==> config.mk <==
export PLATFORM = sky130hd
export DESIGN_NAME = uart_cmd_rx
export DESIGN_NICKNAME = d
export VERILOG_FILES = /design/src/rtl/uart_cmd_rx.sv
export SDC_FILE = /design/constraint.sdc
export NUM_CORES = 1
export LEC_CHECK = 0
export BUFFER_PORTS_ARGS = -buffer_cell sky130_fd_sc_hd__buf_2
export CAP_MARGIN = 5
export CORE_ASPECT_RATIO = 0.8
export CORE_MARGIN = 4
export CORE_UTILIZATION = 60
export CTS_BUF_LIST = sky130_fd_sc_hd__clkbuf_4
export DETAILED_ROUTE_END_ITERATION = 8
export PLACE_DENSITY_LB_ADDON = 0.2
export RECOVER_POWER = 50
export SYNTH_ARGS = -nofsm -noshare
export SYNTH_HDL_FRONTEND = slang
export SYNTH_SLANG_ARGS = --single-unit
==> constraint.sdc <==
create_clock -name clk -period 2.58 [get_ports clk]
set_input_delay 0 -clock clk [delete_from_list [all_inputs] [get_ports clk]]
set_output_delay 0 -clock clk [all_outputs]
set_load 0.03 [all_outputs]
==> src/rtl/uart_cmd_rx.sv <==
// 8N1 UART receiver that pairs two bytes into a 16-bit command word with a
// sticky ready flag and an inter-byte timeout to recover pairing alignment.
module uart_cmd_rx #(
    parameter int unsigned BAUD_CNT = 2604,
    parameter int unsigned TMO_CNT  = 2000000
) (
    input  logic        clk,
    input  logic        rst_n,
    input  logic        RX,
    input  logic        clr_cmd_rdy,
    output logic [15:0] cmd,
    output logic        cmd_rdy,
    output logic        frm_err
);

    localparam int unsigned BW = $clog2(BAUD_CNT) + 1;
    localparam int unsigned TW = $clog2(TMO_CNT) + 1;
    localparam logic [BW-1:0] BAUD_FULL = BW'(BAUD_CNT);
    localparam logic [BW-1:0] BAUD_HALF = BW'(BAUD_CNT / 2);
    localparam logic [TW-1:0] TMO_LAST  = TW'(TMO_CNT - 1);

    typedef enum logic [1:0] {IDLE, START, DATA, STOP} state_t;

    state_t        state_q, state_d;
    logic [BW-1:0] baud_q, baud_d;
    logic [2:0]    bit_q, bit_d;
    logic [7:0]    shift_q, shift_d;
    logic          byte_done_q, byte_done_d;
    logic          frm_err_q, frm_err_d;
    logic          rx_meta_q, rx_s_q, rx_prev_q;
    logic          expire;

    logic [15:0]   cmd_q, cmd_d;
    logic          rdy_q, rdy_d;
    logic          hi_pend_q, hi_pend_d;
    logic [TW-1:0] tmo_q, tmo_d;

    // Synchroniser and edge-history flops preset high so reset is not a start edge.
    always_ff @(posedge clk or negedge rst_n) begin
        if (!rst_n) begin
            rx_meta_q <= 1'b1;
            rx_s_q    <= 1'b1;
            rx_prev_q <= 1'b1;
        end else begin
            rx_meta_q <= RX;
            rx_s_q    <= rx_meta_q;
            rx_prev_q <= rx_s_q;
        end
    end

    assign expire = (baud_q == BW'(1));

    always_ff @(posedge clk or negedge rst_n) begin
        if (!rst_n) begin
            state_q     <= IDLE;
            baud_q      <= '0;
            bit_q       <= '0;
            shift_q     <= '0;
            byte_done_q <= 1'b0;
            frm_err_q   <= 1'b0;
        end else begin
            state_q     <= state_d;
            baud_q      <= baud_d;
            bit_q       <= bit_d;
            shift_q     <= shift_d;
            byte_done_q <= byte_done_d;
            frm_err_q   <= frm_err_d;
        end
    end

    always_comb begin
        state_d     = state_q;
        baud_d      = baud_q;
        bit_d       = bit_q;
        shift_d     = shift_q;
        byte_done_d = 1'b0;
        frm_err_d   = 1'b0;
        case (state_q)
            IDLE: begin
                if (rx_prev_q && !rx_s_q) begin
                    baud_d  = BAUD_HALF;
                    state_d = START;
                end
            end
            START: begin
                if (!expire) begin
                    baud_d = baud_q - BW'(1);
                end else if (rx_s_q) begin
                    state_d = IDLE;
                end else begin
                    baud_d  = BAUD_FULL;
                    bit_d   = '0;
                    state_d = DATA;
                end
            end
            DATA: begin
                if (!expire) begin
                    baud_d = baud_q - BW'(1);
                end else begin
                    shift_d = {rx_s_q, shift_q[7:1]};
                    baud_d  = BAUD_FULL;
                    bit_d   = bit_q + 3'd1;
                    if (bit_q == 3'd7) begin
                        state_d = STOP;
                    end
                end
            end
            STOP: begin
                if (!expire) begin
                    baud_d = baud_q - BW'(1);
                end else begin
                    state_d     = IDLE;
                    byte_done_d = rx_s_q;
                    frm_err_d   = !rx_s_q;
                end
            end
            default: state_d = IDLE;
        endcase
    end

    always_ff @(posedge clk or negedge rst_n) begin
        if (!rst_n) begin
            cmd_q     <= '0;
            rdy_q     <= 1'b0;
            hi_pend_q <= 1'b0;
            tmo_q     <= '0;
        end else begin
            cmd_q     <= cmd_d;
            rdy_q     <= rdy_d;
            hi_pend_q <= hi_pend_d;
            tmo_q     <= tmo_d;
        end
    end

    // A completed low byte outranks the consumer's clear so a fresh word is never dropped.
    always_comb begin
        cmd_d     = cmd_q;
        rdy_d     = rdy_q;
        hi_pend_d = hi_pend_q;
        tmo_d     = tmo_q;
        if (byte_done_q && !hi_pend_q) begin
            cmd_d[15:8] = shift_q;
            hi_pend_d   = 1'b1;
            tmo_d       = '0;
            rdy_d       = 1'b0;
        end else if (byte_done_q) begin
            cmd_d[7:0] = shift_q;
            hi_pend_d  = 1'b0;
            tmo_d      = '0;
            rdy_d      = 1'b1;
        end else begin
            if (clr_cmd_rdy) begin
                rdy_d = 1'b0;
            end
            if (hi_pend_q) begin
                if (tmo_q == TMO_LAST) begin
                    hi_pend_d = 1'b0;
                    tmo_d     = '0;
                end else begin
                    tmo_d = tmo_q + TW'(1);
                end
            end
        end
    end

    assign cmd     = cmd_q;
    assign cmd_rdy = rdy_q;
    assign frm_err = frm_err_q;

endmodule

==> flow_summary.json <==
{
  "max-clock-path-buffers": 2,
  "rrSetupSlack_ns": 0.15,
  "grt_max_degree": 34,
  "syn_area_per_cell_um2": 9.88,
  "synth.distinct_cells": 49,
  "crit_type": "reg -> reg",
  "synth_most_common_cell": "dfrtp_1",
  "drc": 0,
  "period_share": 0.944,
  "grt.total_usage": 0.235,
  "ioPinCount": 22,
  "cts_max_level": 3,
  "worst_pin_slew_ns": 1.21,
  "wire_per_inst_um": 16.5,
  "ys_seq_elements": 71,
  "netlist_top_cells_area": "dfrtp_1, mux2_2, nand2_1, ha_1, a21oi_1",
  "gp_congestion": 0.933,
  "start_kind": "flop",
  "synth_ff_type": "dfrtp_1",
  "status": "complete, no violations",
  "dieWidth_um": 94.7,
  "die_y_um": 77.3,
  "synth_common_cells": "dfrtp_1, nand2_1, mux2_2, nor2_1, a21oi_1",
  "tritoncts": "done",
  "skew_ns": 0.0142,
  "power.density_nw_per_um2": 775,
  "synth_nets": 379,
  "synthesis.area_um2": 3600,
  "num_vias": 2946,
  "yosysWarnings": 0,
  "synthArstFlopShare": 1.00,
  "synth-seq-area-share": 0.494,
  "grt_pass1_vias": 2852,
  "slew_violations": 0,
  "nets": 410,
  "placed_cells": 460,
  "cts_buffers": 9,
  "syn_inst": 365,
  "cp.required_ns": 2.87,
  "insertion_delay_ns": 0.41,
  "cp-end-kind": "flop",
  "fill_cells": 473,
  "postCtsSetupRepairBufs": 0,
  "hold_class": "in -> async",
  "dpl_cell_area_um2": 3810,
  "n_antenna_cell": 0,
  "rsz0062_at_grt": "false",
  "min_period_ns": 2.43,
  "drtAntennaViolNets": 0,
  "hold_viol": 0,
  "fp-row-count": 24,
  "initial_utilization": 0.639,
  "cts_num_sinks": 71,
  "fmax_mhz": 411,
  "synth_edf_count": 0,
  "maxSlewHeadroom": 0.191,
  "drt-total-wl_mm": 7.90,
  "dieArea_um2": 7320,
  "drive_above_1_share": 0.175,
  "tns_ns": 0,
  "syn_to_final_growth_pct": 9.79,
  "core_area_um2": 5650,
  "dpl.hpwl_mm": 5.60,
  "clkTransAtPathRegs_ns": 0.13,
  "viasPerCell": 6.15,
  "finalNonFillerCells": 479,
  "drt-initial-drc-count": 254,
  "antenna_found_initial": 0,
  "clock-root-buffer": "clkbuf_4",
  "yosysTopAreaCell": "dfrtp_1",
  "max-cap-violations": 0,
  "overflow": 0,
  "final_area_um2": 3960,
  "vdd_drop_max_uv": 640,
  "setup_viol": 0,
  "io_buffers": 21,
  "p_leak_uw": 0.00185,
  "crit_arrival_ns": 2.73,
  "first_pass_iters": 6,
  "path_max_fanout": 29,
  "grt_pass1_wl_mm": 13.7,
  "yosysTopAreaCellShare": 0.472
}
## layout make-up
type	count	area, um^2	area share
Clock inverter	6	45.0	0.0114
Timing Repair Buffer	32	180	0.0455
Multi-Input combinational cell	265	1720	0.433
Clock buffer	10	75.1	0.0190
Tap cell	78	97.6	0.0247
Sequential cell	71	1780	0.450
Inverter	17	63.8	0.0161
## registers in the layout, indices dropped and copies added, names as in the netlist, named ones only
name         flops
state_q          1
shift_q          8
cmd             16
frm_err          1
rx_meta_q        1
tmo_q           22
byte_done_q      1
hi_pend_q        1
cmd_rdy          1
rx_s_q           1
baud_q          13
bit_q            3
rx_prev_q        1
## per-stage QoR
| stage | power, uW | hold WS (ns) | util | worst slack [ns] |
|---|---|---|---|---|
| floorplan | 2120 | -0.296 | - | 0.319 |
| global placement | 2400 | -0.0624 | 0.676 | 0.259 |
| global route | 3280 | 0.198 | 0.701 | 0.0477 |
| CTS | 3060 | 0.0158 | 0.702 | 0.198 |
| finish | 3070 | 0.200 | 0.701 | 0.146 |
| detailed placement | 2430 | -0.0584 | 0.676 | 0.225 |
## layout by cell type, fill, tap and decap left out, types with 3 or more instances in the layout
cell type	count
inv_1	17
nand2_1	42
buf_4	6
buf_2	14
ha_1	10
dlygate4sd3_1	3
o211ai_1	3
dfrtp_1	68
nor2_1	24
nor4_1	9
a21o_1	8
nand3_1	17
a21oi_1	21
and3_1	3
a31oi_1	14
nand4_1	6
clkbuf_1	8
mux2_2	24
or3_1	4
a22o_1	3
o31ai_1	4
nor3_1	10
clkbuf_4	10
nand2b_1	6
o21ai_0	20
## path summary, 6_finish.rpt
path                                        from                endpoint  cells past startpoint
max                        tmo_q[16]$_DFFE_PN0P_   tmo_q[11]$_DFFE_PN0P_                      5
min                                        rst_n   tmo_q[14]$_DFFE_PN0P_                      2
max reg2reg                tmo_q[16]$_DFFE_PN0P_   tmo_q[11]$_DFFE_PN0P_                      5
min reg2reg                  rx_meta_q$_DFF_PN1_        rx_s_q$_DFF_PN1_                      0
max in group asynchronous                  rst_n  shift_q[3]$_DFFE_PN0P_                      3
min in group clk                              RX     rx_meta_q$_DFF_PN1_                      2
## metal layers
metal | routed length [um] | vias to the layer above | GRT usage
li1 | - | 1399 | -
met4 | 42 | 0 | 0.0706
met1 | 3840 | 1458 | 0.356
met5 | 0 | - | 0
met3 | 456 | 4 | 0.0626
met2 | 3560 | 85 | 0.331
## worst max-delay path, stage by stage, from the launching register on
cell and delay, ns:
dfrtp_1 0.45, or4_1 0.53, nor4_1 0.57, a21oi_4 0.33, a21o_1 0.25, a22o_1 0.17
## logic make-up (layout without fill, tap and decap cells)
group	Yosys count	in the layout	synth area share
AND/OR/NAND/NOR	135	135	0.189
AO/OA/AOI/OAI	93	93	0.166
multiplexers	25	25	0.0778
flip-flops	71	71	0.494
buffers and inverters	29	65	0.0333
adder cells (fa/ha/maj)	10	10	0.0347
XOR/XNOR	2	2	0.00486
## power breakdown
group          internal (uW)  switching (uW)  leakage [uW]
clock network            214             412     0.0000610
registers               1220             134      0.000959
logic                    397             689      0.000825
total                   1830            1240       0.00185
## repair_timing
| item | in CTS | in global routing |
|---|---|---|
| gates resized for setup | 0 | 1 |
| endpoints found under the setup margin | 0 | 1 |
| endpoints found under the hold margin | 70 | 0 |
| hold buffers | 3 | 0 |
Note: power is estimated with default switching activity, not from simulation.
